## config.mk

```make
export PLATFORM = sky130hd
export DESIGN_NAME = pwm_dead_time
export DESIGN_NICKNAME = d
export VERILOG_FILES = /design/src/rtl/pwm_pkg.sv /design/src/rtl/pwm_dt_counter.sv /design/src/rtl/pwm_dead_time.sv
export SDC_FILE = /design/constraint.sdc
export NUM_CORES = 1
export LEC_CHECK = 0
export CAP_MARGIN = 20
export CORE_AREA = 2 2 50 52
export DETAILED_ROUTE_END_ITERATION = 12
export DIE_AREA = 0 0 52 54
export PLACE_DENSITY_LB_ADDON = 0.15
export SLEW_MARGIN = 20
export SYNTH_ARGS = -nofsm -noshare
export SYNTH_HDL_FRONTEND = slang
export SYNTH_SLANG_ARGS = --single-unit
```

## constraint.sdc

```tcl
create_clock -name clk -period 4.95 [get_ports clk]
set_input_delay 0.99 -clock clk [delete_from_list [all_inputs] [get_ports clk]]
set_output_delay 0.99 -clock clk [all_outputs]
set_load 0.03 [all_outputs]
```

## src/rtl/pwm_pkg.sv

```systemverilog
// Shared definitions for the PWM dead-time stage.
// - state_t     : FSM state encoding for pwm_dead_time
// - DW_DEFAULT  : default width of dead_time and of the dead-time counter
// - is_dead()   : true for the two dead (both-outputs-low) states
package pwm_pkg;

  localparam int DW_DEFAULT = 8;

  typedef enum logic [2:0] {
    IDLE       = 3'd0,
    DEAD_TO_LO = 3'd1,
    LO_ON      = 3'd2,
    DEAD_TO_HI = 3'd3,
    HI_ON      = 3'd4
  } state_t;

  function automatic logic is_dead(input state_t s);
    return (s == DEAD_TO_LO) || (s == DEAD_TO_HI);
  endfunction

endpackage

```

## src/rtl/pwm_dt_counter.sv

```systemverilog
// Loadable down-counter that times the dead interval.
// Ports:
//   clk, reset_n : clock, asynchronous active-low reset (count clears to 0)
//   load         : load load_val (has priority over dec)
//   dec          : decrement by one
//   load_val     : value loaded on load
//   zero         : count is zero
module pwm_dt_counter
  import pwm_pkg::*;
#(
  parameter int DW = DW_DEFAULT
) (
  input  logic          clk,
  input  logic          reset_n,
  input  logic          load,
  input  logic          dec,
  input  logic [DW-1:0] load_val,
  output logic          zero
);

  logic [DW-1:0] cnt;

  always_ff @(posedge clk or negedge reset_n) begin
    if (!reset_n) begin
      cnt <= '0;
    end else if (load) begin
      cnt <= load_val;
    end else if (dec && (cnt != '0)) begin
      cnt <= cnt - DW'(1);
    end
  end

  assign zero = (cnt == '0);

endmodule

```

## src/rtl/pwm_dead_time.sv

```systemverilog
// Complementary gate-drive generator with programmable dead time.
// Turns the single-ended pwm_in into out_hi/out_lo, inserting a dead
// interval (both low) of max(dead_time,1) cycles at every transition.
// Ports:
//   clk, reset_n  : clock, asynchronous active-low reset
//   enable        : 0 forces outputs low and clears a latched fault
//   fault         : fault request, latched until enable drops
//   pwm_in        : single-ended PWM, same clock domain
//   dead_time     : dead interval in cycles, sampled on dead-state entry
//   out_hi/out_lo : registered high-/low-side drive
//   dead_active   : registered, 1 while in a dead state
//   fault_latched : registered sticky fault flag
module pwm_dead_time
  import pwm_pkg::*;
#(
  parameter int DW = DW_DEFAULT
) (
  input  logic          clk,
  input  logic          reset_n,
  input  logic          enable,
  input  logic          fault,
  input  logic          pwm_in,
  input  logic [DW-1:0] dead_time,
  output logic          out_hi,
  output logic          out_lo,
  output logic          dead_active,
  output logic          fault_latched
);

  state_t        state, next_state;
  logic          pwm_q;
  logic          cnt_load, cnt_dec, cnt_zero;
  logic [DW-1:0] load_val;

  // A dead_time of 0 still yields one dead cycle.
  assign load_val = (dead_time == '0) ? '0 : dead_time - DW'(1);

  pwm_dt_counter #(.DW(DW)) u_counter (
    .clk      (clk),
    .reset_n  (reset_n),
    .load     (cnt_load),
    .dec      (cnt_dec),
    .load_val (load_val),
    .zero     (cnt_zero)
  );

  always_ff @(posedge clk or negedge reset_n) begin
    if (!reset_n) begin
      state         <= IDLE;
      pwm_q         <= 1'b0;
      out_hi        <= 1'b0;
      out_lo        <= 1'b0;
      dead_active   <= 1'b0;
      fault_latched <= 1'b0;
    end else begin
      state       <= next_state;
      pwm_q       <= pwm_in;
      out_hi      <= (next_state == HI_ON);
      out_lo      <= (next_state == LO_ON);
      dead_active <= is_dead(next_state);
      if (!enable) begin
        fault_latched <= 1'b0;
      end else if (fault) begin
        fault_latched <= 1'b1;
      end
    end
  end

  always_comb begin
    next_state = state;
    cnt_dec    = 1'b0;
    if (!enable || fault) begin
      next_state = IDLE;
    end else begin
      unique case (state)
        IDLE: begin
          if (!fault_latched) begin
            next_state = pwm_q ? DEAD_TO_HI : DEAD_TO_LO;
          end
        end
        LO_ON: begin
          if (pwm_q) next_state = DEAD_TO_HI;
        end
        HI_ON: begin
          if (!pwm_q) next_state = DEAD_TO_LO;
        end
        // A reversal during the dead interval swallows the pulse and
        // restarts the full interval toward the other side.
        DEAD_TO_HI: begin
          if (!pwm_q)        next_state = DEAD_TO_LO;
          else if (cnt_zero) next_state = HI_ON;
          else               cnt_dec    = 1'b1;
        end
        DEAD_TO_LO: begin
          if (pwm_q)         next_state = DEAD_TO_HI;
          else if (cnt_zero) next_state = LO_ON;
          else               cnt_dec    = 1'b1;
        end
        default: next_state = IDLE;
      endcase
    end
    // Any entry into a dead state (including dead-to-dead) reloads the timer.
    cnt_load = is_dead(next_state) && (next_state != state);
  end

endmodule

```

==> flow_summary.ini, run 1 <==
[power]
power_frac_seq = 0.455
p_int_uw = 279.9
power.switching_uw = 163.3
clkPwrFrac = 0.198
ir_drop_uv = 186.4
power_density_nw_per_um2 = 312.3
leakagePower_uw = 0.0005470
comb_power_share = 0.347
switching_share = 0.3685

[logic_synthesis]
synth_seq_cells = 16
synth_flop_cell = dfrtp_1
synth_edf_count = 0
synth_area_per_cell_um2 = 9.257
ys.warnings.count = 0
synth_cell_types = 48
synth_fp_nets = 149
async_reset_ff_frac = 1.000
netlist_area_um2 = 1231
ys_seq_area_frac = 0.3252
synth_cells = 133

[cts]
clk_path_buf_depth = 2
cts_resized = 0
cts.sinks = 16
ctsHoldBuffers = 0
cts-root-buf = clkbuf_4
path_clk_slew_ps = 100
numCtsBuffers = 3
cts_tree = done
h-tree-depth = 1
insertion_delay_ps = 290
post_cts_buffers = 0

[timing]
period_share = 0.6011
drv_slew = 0
period_needed_ps = 2976
rsz0062_at_grt = no
clock_skew_ps = 3.415
max_freq_ghz = 0.3361
max-slew-margin-rel = 0.5021
hold_viol_final = 0
worst_pin_slew_ps = 744.4
finalSetupTns_ps = 0
setup_viol = 0

[route]
route.vias.total = 1063
drcViolationCount = 0
antenna_left = 0
drtIter0Drc = 22
routed_wl_um = 2476
wl_per_cell_um = 13.99
viasPerCell = 6.006
first_pass_iters = 4

[finish]
utilization = 0.6117
design_area_um2 = 1419
areaGrowthSynthToFinish_pct = 15.24
drive_above_1_share = 0.09524
nets = 164
n_antenna_cell = 0
layout_common_cells = 16 x dfrtp_1, 16 x clkdlybuf4s50_1, 12 x nor2_1, 9 x inv_1, 7 x a21oi_1

[floorplan]
die_h_um = 54
core_um2 = 2320
num_rows = 18
die_x_um = 52
initial_utilization = 0.5307
io_pins = 17
dieArea_um2 = 2808

[global_route]
grt-ovfl-total = 0
grt_pass1_wl_um = 4305
grtUsageTotal = 0.2057
grt_max_degree = 23
grt_pass1_vias = 1010
antenna_found_initial = 0

[placement]
dpl-instance-area_um2 = 1383
io_buffers = 16
place_congestion = 0.7463
dp_hpwl_um = 1882

[critical_path]
end_kind = flip-flop
criticalPathCategory = input port to flip-flop
path_max_fanout = 18
crit_arrival_ps = 3150
startpoint_type = input port
required_ps = 5130

[hold_path]
hold_class = flip-flop to flip-flop

[run]
maxCapViolations = 0

[run_status]
status = complete, no violations
==> cell families (layout without fill, tap and decap cells) <==
| group | Yosys count | after routing | synth area share |
|---|---|---|---|
| flip-flops | 16 | 16 | 0.3252 |
| AND/OR/NAND/NOR | 54 | 54 | 0.2693 |
| multiplexers | 5 | 5 | 0.04167 |
| buffers and inverters | 16 | 30 | 0.07113 |
| AO/OA/AOI/OAI | 36 | 36 | 0.2409 |
| adder cells (fa/ha/maj) | 3 | 3 | 0.03049 |
| XOR/XNOR | 3 | 3 | 0.02135 |
==> cell type report <==
| cell class | count | area [um2] |
|---|---|---|
| clock buffers | 4 | 36.28 |
| fillers | 196 | 900.9 |
| inverters | 9 | 33.78 |
| multi-input cells | 101 | 743.2 |
| flip-flops and latches | 16 | 400.4 |
| well taps | 30 | 37.54 |
| repair buffers | 17 | 167.7 |
==> synthesized netlist by cell type (2+ instances only) <==
cell type	number	area [um2]
buf_6	3	33.78
o21a_1	2	15.01
xnor2_1	3	26.28
a221o_1	4	40.04
or3_1	3	18.77
a21oi_1	7	35.03
nand2_1	6	22.52
nand2b_1	3	18.77
nand3_1	5	25.02
a21o_1	4	30.03
dfrtp_1	16	400.4
inv_1	9	33.78
nor3_1	6	30.03
clkbuf_1	2	7.510
mux2i_1	4	40.04
nand3b_1	2	15.01
and2_1	2	12.51
nor4_1	5	31.28
o21ai_0	4	20.02
nor2_1	12	45.04
nor2b_1	2	12.51
ha_1	3	37.54
==> state kept, by name (all words and copies together) (netlist names) <==
signal         count
dead_active        1
fault_latched      1
state              3
out_lo             1
u_counter.cnt      8
out_hi             1
pwm_q              1
==> worst paths after layout <==
kind | start | end | slack (ps) | depth (start not counted)
worst max register to register | u_counter.cnt[0]$_DFFE_PN0P_ | u_counter.cnt[3]$_DFFE_PN0P_ | 2300 | 8
min in group asynchronous | reset_n | fault_latched$_DFFE_PN0P_ | 1130 | 1
worst min-delay path | u_counter.cnt[1]$_DFFE_PN0P_ | u_counter.cnt[1]$_DFFE_PN0P_ | 580 | 1
max in group asynchronous | reset_n | u_counter.cnt[3]$_DFFE_PN0P_ | 3370 | 1
worst max-delay path | enable | u_counter.cnt[3]$_DFFE_PN0P_ | 1970 | 6
worst min register to register | u_counter.cnt[1]$_DFFE_PN0P_ | u_counter.cnt[1]$_DFFE_PN0P_ | 580 | 1
==> power groups by stage <==
stage	registers, uW	logic, uW	clock network (uW)
6_report	202	154	87.6
5_1_grt	206	172	96.8
3_5_place_dp	203	154	0
2_1_floorplan	194	118	0
4_1_cts	200	156	89.5
3_3_place_gp	203	149	0
==> through the flow <==
stage / setup WS [ps] / total power [uW] / instances / hold WS, ps
after floorplan: 2378 / 312.3 / 133 / 519.6
after global placement: 1710 / 351.4 / 173 / 562.5
after detailed placement: 1672 / 357.5 / 173 / 562.7
after CTS: 1974 / 445.5 / 177 / 582.3
after global routing: 1816 / 475.0 / 177 / 604.7
final: 1974 / 443.1 / 177 / 584.4
==> routing by layer <==
metal / part of all wire / track usage / vias up
met1: 0.43 / 0.2405 / 511
li1: - / - / 521
met4: 0.020 / 0.09649 / 0
met2: 0.52 / 0.3713 / 25
met5: 0 / 0 / -
met3: 0.031 / 0.02778 / 6
==> critical path: stages <==
cell	delay [ps]
clkdlybuf4s50_1	510
nor2b_1	320
nand3_1	180
a211oi_4	690
a2111oi_0	160
a221o_1	300
Power figures use the tool's default switching activity.
==> inputs of run 2 (changes only) <==
CORE_AREA = 2 2 54 56   (was 2 2 50 52)
DIE_AREA = 0 0 56 58   (was 0 0 52 54)
clock period = 2.5 ns   (was 4.95 ns; I/O delays follow)
==> run 2 against run 1 <==
Sequential cell count is the same. Routed wire length grew 14%. Combinational power grew to 2.5 times the previous value. Worst setup slack lost 1900 ps. Non-clock buffer count grew 19. Critical path type unchanged. Cell count grew 11%. Highest routed layer unchanged. Sequential power grew 94%. Cell area grew 12%. First-iteration DRC count grew 91%. Global-route usage shrank 1.1 points. Die area grew 16%.
==> flow_summary.ini, run 2 (synthesized netlist as in run 1, its figures left out) <==
[run_status]
status = complete, no violations

[finish]
nets = 183
drive_above_1_share = 0.2108
layout_commonest_cell = buf_4
largest_register_ffs = 8
areaGrowthSynthToFinish_pct = 29.47
max_flop_register = u_counter.cnt
num-fill-cells = 248
layout_common_cells = 18 x buf_4, 16 x dfrtp_1, 16 x clkdlybuf4s50_1, 12 x nor2_1, 9 x inv_1
reg_top3 = u_counter.cnt x8, state x3
n_antenna_cell = 0
utilization = 0.5987

[floorplan]
dieArea_um2 = 3248
num_rows = 19
die_h_um = 58
core_um2 = 2663
initial_utilization = 0.4624
io_pins = 17
die_x_um = 56

[timing]
setup_viol = 0
max-slew-margin-rel = 0.4963
clock_skew_ps = 7.118
setup_slack_ps = 73.75
rsz0062_at_grt = yes
period_share = 0.9705
worst_pin_slew_ps = 753.2
drv_slew = 0
max_freq_ghz = 0.4122
hold_viol_final = 0
period_needed_ps = 2426

[cts]
numCtsBuffers = 3
insertion_delay_ps = 300
clk_path_buf_depth = 2
path_clk_slew_ps = 100
cts-root-buf = clkbuf_4
h-tree-depth = 1
cts_tree = done
cts.sinks = 16

[critical_path]
rr_endpoint = u_counter.cnt[4]$_DFFE_PN0P_
path_max_fanout = 16
criticalPathCategory = input port to flip-flop
startpoint_type = input port
endpoint = u_counter.cnt[3]$_DFFE_PN0P_
required_ps = 2690
end_kind = flip-flop
crit_arrival_ps = 2610
timing.rr.start = u_counter.cnt[0]$_DFFE_PN0P_
cp-startpoint = enable
r2r_cells = 9
rrSetupSlack_ps = 130

[route]
routed_wl_um = 2819
highest_layer = met4
wl_met2_um = 1366
viasPerCell = 5.766
m1WireLength_um = 1283
drcViolationCount = 0
met3WireLength_um = 119
wl_per_cell_um = 14.31
first_pass_iters = 4
antenna_left = 0
drtIter0Drc = 42
route.vias.total = 1136

[power]
leakagePower_uw = 0.0006579
ir_drop_uv = 547.7
power_density_nw_per_um2 = 604.4

[global_route]
grt_max_degree = 23
grt_pass1_wl_um = 4857
grt-ovfl-total = 0
grt_pass1_vias = 1109
antenna_found_initial = 0
grtUsageTotal = 0.1947

[placement]
pre_cts_ws_ps = -234.7
io_buffers = 16
place_congestion = 0.9129
dp_hpwl_um = 2102

[hold_path]
hold_class = input port to flip-flop

[run]
maxCapViolations = 0
[run 2: timing repair]
action,CTS,global route
hold buffers,0,0
endpoints found under the setup margin,0,5
resized for setup,0,5
setup buffers,0,2
[run 2: report_power, final]
part           total [uW]  internal, uW  leakage, uW  switching (uW)
combinational         390           208     0.000439             182
sequential            392           314     0.000198            78.0
clock                 182          89.0    0.0000210            92.9
total                 964           611     0.000658             353
[run 2: critical path, cell delays in order]
cell	delay [ps]
clkdlybuf4s50_1	520
nor2b_2	180
buf_4	130
nand4b_4	100
a2111oi_4	400
a211oi_4	150
buf_4	180
a21o_1	140
a221o_1	300
[run 2: final cells by class]
type,count,area [um2],share of cell area
clock buffer,4,36.28,0.02276
inverter,9,33.78,0.02119
multi-input combinational,101,758.2,0.4757
sequential,16,400.4,0.2512
tap,31,38.79,0.02433
timing repair buffer,36,326.6,0.2049
[run 2: stage by stage]
| stage | TNS (ps) | hold WS [ps] | power (uW) | std cells | area, um2 |
|---|---|---|---|---|---|
| after floorplan | 0 | 204.4 | 618.3 | 133 | 1231 |
| after global placement | -845.6 | 590.8 | 756.0 | 191 | 1524 |
| after detailed placement | -1179 | 597.3 | 766.7 | 191 | 1524 |
| after CTS | 0 | 617.4 | 950.2 | 195 | 1560 |
| after global routing | -69.43 | 617.6 | 1033 | 197 | 1594 |
| final | 0 | 620.4 | 963.5 | 197 | 1594 |
[run 2: worst min path at each step]
stage / start / endpoint / slack, ps / depth (start not counted)
floorplan: reset_n / dead_active$_DFF_PN0_ / 200 / 0
global placement: u_counter.cnt[4]$_DFFE_PN0P_ / u_counter.cnt[4]$_DFFE_PN0P_ / 590 / 1
detailed placement: u_counter.cnt[4]$_DFFE_PN0P_ / u_counter.cnt[4]$_DFFE_PN0P_ / 600 / 1
CTS: pwm_in / pwm_q$_DFF_PN0_ / 620 / 1
global route: pwm_in / pwm_q$_DFF_PN0_ / 620 / 1
finish: pwm_in / pwm_q$_DFF_PN0_ / 620 / 1
[run 2: routing by layer]
| layer | up-vias | GRT usage |
|---|---|---|
| met5 | - | 0 |
| met3 | 5 | 0.04464 |
| li1 | 562 | - |
| met2 | 29 | 0.3076 |
| met1 | 540 | 0.2504 |
| met4 | 0 | 0.1020 |
